File: src/rtl/cl_tx_pkg.sv
// Shared Camera Link definitions: FSM states, Channel Link word layout and tap offsets.
// Used by both the transmit framer and the receive-side checker.
package cl_tx_pkg;

    typedef enum logic [2:0] {
        IDLE    = 3'd0,
        FV_LEAD = 3'd1,
        LINE    = 3'd2,
        H_GAP   = 3'd3,
        FV_TAIL = 3'd4,
        V_GAP   = 3'd5
    } state_e;

    localparam int CL_WORD_W = 28;
    localparam int PIX_W     = 24;

    localparam int LVAL_BIT  = 24;
    localparam int FVAL_BIT  = 25;
    localparam int DVAL_BIT  = 26;
    localparam int SPARE_BIT = 27;

    localparam int TAP_A = 0;
    localparam int TAP_B = 8;
    localparam int TAP_C = 16;

    function automatic int max_int(input int a, input int b);
        return (a > b) ? a : b;
    endfunction

endpackage

File: src/rtl/cl_tx_framer_if.sv
// Pixel stream into the framer: valid/ready with SOF on tuser and end-of-line on tlast.
interface cl_tx_framer_if;
    logic [23:0] s_tdata;
    logic        s_tvalid;
    logic        s_tready;
    logic        s_tuser;
    logic        s_tlast;

    modport master (output s_tdata, s_tvalid, s_tuser, s_tlast, input s_tready);
    modport slave  (input s_tdata, s_tvalid, s_tuser, s_tlast, output s_tready);
endinterface

File: src/rtl/cl_tx_framer.sv
// Camera Link base-config transmit framer: pixel stream in, 28-bit Channel Link word out
// with FVAL/LVAL/DVAL framing and programmable line/frame blanking.
module cl_tx_framer
    import cl_tx_pkg::*;
#(
    parameter int H_BLANK   = 16,
    parameter int V_BLANK   = 64,
    parameter int FV_LV_DLY = 4,
    parameter int LV_FV_DLY = 4,
    parameter int CNT_W     = 16
) (
    input  logic                 px_clk,
    input  logic                 rst,
    input  logic                 enable,
    input  logic [CNT_W-1:0]     cfg_width,
    input  logic [CNT_W-1:0]     cfg_height,
    cl_tx_framer_if.slave        s,
    output logic [CL_WORD_W-1:0] DATA_OUT,
    output logic                 fval,
    output logic                 lval,
    output logic                 dval,
    output logic                 busy,
    output logic [CNT_W-1:0]     frame_cnt,
    output logic                 err_line,
    output logic                 err_sof
);

    // Single shared delay counter holds (cycles-1) for whichever blanking state is active.
    localparam int DLY_MAX = max_int(max_int(H_BLANK, V_BLANK), max_int(FV_LV_DLY, LV_FV_DLY));
    localparam int DLY_W   = (DLY_MAX < 2) ? 1 : $clog2(DLY_MAX);

    localparam logic [DLY_W-1:0] LD_LEAD = DLY_W'(FV_LV_DLY - 1);
    localparam logic [DLY_W-1:0] LD_HGAP = DLY_W'(H_BLANK - 1);
    localparam logic [DLY_W-1:0] LD_TAIL = DLY_W'(LV_FV_DLY - 1);
    localparam logic [DLY_W-1:0] LD_VGAP = DLY_W'(V_BLANK - 1);

    state_e                 state_q, state_d;
    logic [DLY_W-1:0]       dly_q, dly_d;
    logic [CNT_W-1:0]       px_q, px_d;
    logic [CNT_W-1:0]       ln_q, ln_d;
    logic [CNT_W-1:0]       width_q, width_d;
    logic [CNT_W-1:0]       height_q, height_d;
    logic [CNT_W-1:0]       fcnt_q, fcnt_d;
    logic [CL_WORD_W-1:0]   word_q, word_d;
    logic                   busy_q;
    logic                   err_line_q, err_line_d;
    logic                   err_sof_q, err_sof_d;
    logic                   tready;
    logic                   last_px;
    logic                   first_px;
    logic                   dly_done;

    assign last_px  = (px_q == width_q - CNT_W'(1));
    assign first_px = (px_q == '0) && (ln_q == '0);
    assign dly_done = (dly_q == '0);

    always_comb begin
        state_d    = state_q;
        dly_d      = dly_q;
        px_d       = px_q;
        ln_d       = ln_q;
        width_d    = width_q;
        height_d   = height_q;
        fcnt_d     = fcnt_q;
        word_d     = '0;
        err_line_d = 1'b0;
        err_sof_d  = 1'b0;
        tready     = 1'b0;

        unique case (state_q)
            IDLE: begin
                // Non-SOF beats are swallowed so the stream realigns on the next SOF.
                tready = s.s_tvalid & ~s.s_tuser;
                if (enable && s.s_tvalid && s.s_tuser) begin
                    width_d  = (cfg_width  == '0) ? CNT_W'(1) : cfg_width;
                    height_d = (cfg_height == '0) ? CNT_W'(1) : cfg_height;
                    px_d     = '0;
                    ln_d     = '0;
                    dly_d    = LD_LEAD;
                    state_d  = FV_LEAD;
                end
            end
            FV_LEAD: begin
                word_d[FVAL_BIT] = 1'b1;
                if (dly_done) state_d = LINE;
                else          dly_d   = dly_q - DLY_W'(1);
            end
            LINE: begin
                tready           = 1'b1;
                word_d[FVAL_BIT] = 1'b1;
                word_d[LVAL_BIT] = 1'b1;
                if (s.s_tvalid) begin
                    word_d[DVAL_BIT]     = 1'b1;
                    word_d[TAP_A +: 8]   = s.s_tdata[7:0];
                    word_d[TAP_B +: 8]   = s.s_tdata[15:8];
                    word_d[TAP_C +: 8]   = s.s_tdata[23:16];
                    err_line_d           = s.s_tlast ^ last_px;
                    err_sof_d            = s.s_tuser & ~first_px;
                    if (last_px) begin
                        px_d = '0;
                        if (ln_q == height_q - CNT_W'(1)) begin
                            dly_d   = LD_TAIL;
                            state_d = FV_TAIL;
                        end else begin
                            ln_d    = ln_q + CNT_W'(1);
                            dly_d   = LD_HGAP;
                            state_d = H_GAP;
                        end
                    end else begin
                        px_d = px_q + CNT_W'(1);
                    end
                end
            end
            H_GAP: begin
                word_d[FVAL_BIT] = 1'b1;
                if (dly_done) state_d = LINE;
                else          dly_d   = dly_q - DLY_W'(1);
            end
            FV_TAIL: begin
                word_d[FVAL_BIT] = 1'b1;
                if (dly_done) begin
                    fcnt_d  = fcnt_q + CNT_W'(1);
                    dly_d   = LD_VGAP;
                    state_d = V_GAP;
                end else begin
                    dly_d = dly_q - DLY_W'(1);
                end
            end
            V_GAP: begin
                if (dly_done) state_d = IDLE;
                else          dly_d   = dly_q - DLY_W'(1);
            end
            default: state_d = IDLE;
        endcase
        word_d[SPARE_BIT] = 1'b0;
    end

    always_ff @(posedge px_clk or posedge rst) begin
        if (rst) begin
            state_q    <= IDLE;
            dly_q      <= '0;
            px_q       <= '0;
            ln_q       <= '0;
            width_q    <= CNT_W'(1);
            height_q   <= CNT_W'(1);
            fcnt_q     <= '0;
            word_q     <= '0;
            busy_q     <= 1'b0;
            err_line_q <= 1'b0;
            err_sof_q  <= 1'b0;
        end else begin
            state_q    <= state_d;
            dly_q      <= dly_d;
            px_q       <= px_d;
            ln_q       <= ln_d;
            width_q    <= width_d;
            height_q   <= height_d;
            fcnt_q     <= fcnt_d;
            word_q     <= word_d;
            busy_q     <= (state_d != IDLE);
            err_line_q <= err_line_d;
            err_sof_q  <= err_sof_d;
        end
    end

    // Ready is held low while reset is asserted so no beat is acked mid-reset.
    assign s.s_tready = tready & ~rst;
    assign DATA_OUT   = word_q;
    assign fval       = word_q[FVAL_BIT];
    assign lval       = word_q[LVAL_BIT];
    assign dval       = word_q[DVAL_BIT];
    assign busy       = busy_q;
    assign frame_cnt  = fcnt_q;
    assign err_line   = err_line_q;
    assign err_sof    = err_sof_q;

endmodule

File: src/flat_wrapper.sv
// flat-port wrapper written by rule: the top's interface ports become plain ports
module cl_tx_framer_flat import cl_tx_pkg::*;
#(
    parameter int H_BLANK   = 16,
    parameter int V_BLANK   = 64,
    parameter int FV_LV_DLY = 4,
    parameter int LV_FV_DLY = 4,
    parameter int CNT_W     = 16
)
  (px_clk, rst, enable, cfg_width, cfg_height, DATA_OUT, fval, lval, dval, busy, frame_cnt, err_line, err_sof, s_s_tdata, s_s_tvalid, s_s_tuser, s_s_tlast, s_s_tready);
  cl_tx_framer_if s_i ();
  input  logic px_clk;
  input  logic rst;
  input  logic enable;
  input  logic [CNT_W-1:0] cfg_width;
  input  logic [CNT_W-1:0] cfg_height;
  output logic [CL_WORD_W-1:0] DATA_OUT;
  output logic fval;
  output logic lval;
  output logic dval;
  output logic busy;
  output logic [CNT_W-1:0] frame_cnt;
  output logic err_line;
  output logic err_sof;
  input wire logic [$bits(s_i.s_tdata)-1:0] s_s_tdata;
  input wire logic [$bits(s_i.s_tvalid)-1:0] s_s_tvalid;
  input wire logic [$bits(s_i.s_tuser)-1:0] s_s_tuser;
  input wire logic [$bits(s_i.s_tlast)-1:0] s_s_tlast;
  output wire logic [$bits(s_i.s_tready)-1:0] s_s_tready;
  assign s_i.s_tdata = s_s_tdata;
  assign s_i.s_tvalid = s_s_tvalid;
  assign s_i.s_tuser = s_s_tuser;
  assign s_i.s_tlast = s_s_tlast;
  assign s_s_tready = s_i.s_tready;
  cl_tx_framer #(.H_BLANK(H_BLANK), .V_BLANK(V_BLANK), .FV_LV_DLY(FV_LV_DLY), .LV_FV_DLY(LV_FV_DLY), .CNT_W(CNT_W)) u_core (.px_clk(px_clk), .rst(rst), .enable(enable), .cfg_width(cfg_width), .cfg_height(cfg_height), .s(s_i), .DATA_OUT(DATA_OUT), .fval(fval), .lval(lval), .dval(dval), .busy(busy), .frame_cnt(frame_cnt), .err_line(err_line), .err_sof(err_sof));
endmodule
File: config.mk
export PLATFORM = sky130hd
export DESIGN_NAME = cl_tx_framer_flat
export DESIGN_NICKNAME = d
export VERILOG_FILES = /design/src/rtl/cl_tx_pkg.sv /design/src/rtl/cl_tx_framer_if.sv /design/src/rtl/cl_tx_framer.sv /design/src/flat_wrapper.sv
export SDC_FILE = /design/constraint.sdc
export NUM_CORES = 1
export LEC_CHECK = 0
export CAP_MARGIN = 10
export CORE_UTILIZATION = 50
export CTS_BUF_LIST = sky130_fd_sc_hd__clkbuf_8
export DETAILED_ROUTE_END_ITERATION = 12
export PLACE_DENSITY = 0.79
export SLEW_MARGIN = 20
export SYNTH_ARGS = -nofsm -noshare
export SYNTH_HDL_FRONTEND = slang
export SYNTH_SLANG_ARGS = --single-unit
File: constraint.sdc
create_clock -name px_clk -period 4.4 [get_ports px_clk]
set_clock_uncertainty 0.05 [all_clocks]
set_input_delay 0.88 -clock px_clk [delete_from_list [all_inputs] [get_ports px_clk]]
set_output_delay 0.88 -clock px_clk [all_outputs]
set_load 0.03 [all_outputs]
==> results.ini <==
[critical_path]
crit_arrival_ns=4.20
crit_slowest_cell=or4b_2
start_kind=flop
cp.required_ns=4.64
cp-end-kind=flop
crit_fanout=13
slowest_delay_ns=0.68
r2r_cells=10
path_cells=inv_1 > ha_1 > or4b_2 > or3b_2 > mux2i_1 > o22ai_1 > nand4_1 > or3_1 > a2111oi_0 > a221oi_1
critical_path_class=reg -> reg

[cells_and_area]
area_growth_pct=24.2
num_antenna_cells=0
ff_latch_area_mm2=0.00298
final_cell_mix=nand2_1 (127), dfrtp_1 (117), clkdlybuf4s50_1 (111), nor2_1 (52), and3_1 (46)
instances_no_fill=999
multi_input_area_mm2=0.00323
fin_util_pct=63.8
drive_gt1_share_pct=7.50
fin_area_mm2=0.00809
fill_cells=1044
final_common_cell=nand2_1
layout.nets=886

[timing]
maxSlewViolCount=0
tns_ns=0
hold_viol_final=0
setup_slack_ns=0.441
rsz0062_at_grt=false
fmax_mhz=253
worst_pin_slew_ns=0.924
final.period_utilization_pct=90.0
whs_ns=0.423
setup_viol=0
fin_crit_ns=3.96
relSlewSlack_pct=38.4

[global_routing]
grt_max_degree=75
grt.total_usage_pct=25.3
grt_overflow=0
antenna_found_initial=0
grt_pass1_vias=5544
grt_pass1_wl_um=26300

[place]
portBuffers=111
placedCellCount=968
gp_congestion=0.899
dp_worst_setup_slack_ns=0.513
hpwlAfterDp_um=11600
placedInstanceArea_mm2=0.00769

[synthesis]
synth_top_area_share_pct=44.9
synthesis.nets=793
synth_area_leader_cell=dfrtp_1
synth_seq_cells=119
ys_types=65
synth_area_leaders=dfrtp_1 (45%), nand2_1 (7.3%), xnor2_1 (5.1%), and3_1 (4.4%), xor2_1 (4.2%)
async_flop_share_pct=100
synth_edf_count=0
synth.avg_cell_area_um2=9.03
synthFlopType=dfrtp_1
netlist_instances=722
syn_area_mm2=0.00652
synth_seq_area_share_pct=45.7
yosys_warnings=0

[route]
routed_wl_um=16300
drc=0
via_per_inst=5.71
post_drt_wl_per_cell_um=16.3
postRouteAntennaNets=0
first_pass_iters=6
drtIter0Drc=461
num_vias=5700

[power]
power_per_cell_area_mw_per_mm2=521
p_switching_mw=1.65
leakage_nw=3.73
clkPwrFrac_pct=24.2
ir_drop_v=0.000293
total_power_mw=4.21
p_int_mw=2.56
p_sw_share_pct=39.1
p_comb_share_pct=35.8
seq_power_share_pct=40.0

[floorplan]
num_rows=41
die_x_um=116
initial_core_util_pct=51.4
dieArea_mm2=0.0135
pin_count=113
core-area_mm2=0.0127
die_y_um=116

[run_status]
status=completed

[clock_network]
clock_sinks=119
cts_hold_buf=0
postCtsSetupBuffers=0
clockRootBuffer=clkbuf_8
cts_buffers=17
clkLatencyLatePin_ns=0.46
clockBufferDepth=2
cts_tree=done
clk_pin_slew_ns=0.07
cts-resized-gates=0
htree_levels=4

[worst_hold_path]
hold_class=reg -> reg
hold_path_depth=1

[flow_run]
maxCapViolations=0

Yosys cell counts, drive strengths merged, types with 10 or more instances:
| master | n |
|---|---|
| or4 | 10 |
| nor2 | 52 |
| clkbuf | 28 |
| dfrtp | 117 |
| buf | 16 |
| a31oi | 10 |
| nor3 | 15 |
| inv | 27 |
| a21oi | 24 |
| nand4 | 15 |
| nand2 | 127 |
| o21ai | 18 |
| xor2 | 31 |
| nor4 | 20 |
| nand3 | 24 |
| and3 | 46 |
| xnor2 | 38 |
flip-flops by register name, indices dropped and copies added, names as in the netlist:
| name | flops |
|---|---|
| u_core.DATA_OUT | 27 |
| u_core.frame_cnt | 16 |
| u_core.height_q | 16 |
| u_core.ln_q | 16 |
| u_core.px_q | 16 |
| u_core.width_q | 16 |
| u_core.dly_q | 6 |
| u_core.state_q | 3 |
| u_core.busy | 1 |
| u_core.err_line | 1 |
| u_core.err_sof | 1 |
power by group through the flow:
| stage | clock [mW] | combinational [mW] | sequential (mW) |
|---|---|---|---|
| global route | 1.08 | 1.66 | 1.72 |
| global placement | 0 | 1.43 | 1.68 |
| detailed placement | 0 | 1.49 | 1.70 |
| finish | 1.02 | 1.51 | 1.69 |
| CTS | 1.04 | 1.50 | 1.68 |
| floorplan | 0 | 1.10 | 1.63 |
layout make-up:
type                            count  area share (%)
Clock buffer                       19            3.23
Sequential cell                   119            36.8
Timing Repair Buffer              118            14.4
Tap cell                          172            2.66
Inverter                           27            1.30
Clock inverter                     12            1.69
Multi-Input combinational cell    532            39.9
kinds of logic after synthesis:
family | synth area share, %
compound gates | 10.7
xor+xnor | 9.27
fa+ha+maj | 1.73
buf+inv | 4.97
flops | 45.7
mux | 0.941
other cells | 0.0575
simple gates | 26.6
critical path, delay by kind of cell (launching register included):
kind | cells | cell delay [ns]
mux | 1 | 0.13
simple gates | 4 | 1.91
flops | 1 | 0.43
fa+ha+maj | 1 | 0.44
compound gates | 3 | 0.75
buf+inv | 1 | 0.09
path summary, 6_finish.rpt:
check                                startpoint                    to  slack [ns]
setup / recovery             u_core.height_q[1]       u_core.dly_q[2]        0.44
hold / removal             u_core.frame_cnt[15]  u_core.frame_cnt[15]        0.42
setup reg to reg             u_core.height_q[1]       u_core.dly_q[2]        0.44
hold reg to reg            u_core.frame_cnt[15]  u_core.frame_cnt[15]        0.42
max in group asynchronous                   rst   u_core.height_q[15]        2.02
min in group asynchronous                   rst   u_core.DATA_OUT[15]        0.93
per-layer routing:
metal	routed length (um)	track usage, %	vias up	share of wire [%]
met4	432	12.6	0	2.7
met1	6860	31.6	2787	42
met5	0	0	-	0
met3	817	5.09	39	5.0
li1	-	-	2703	-
met2	8170	42.0	171	50
Note: power is estimated with default switching activity, not from simulation.
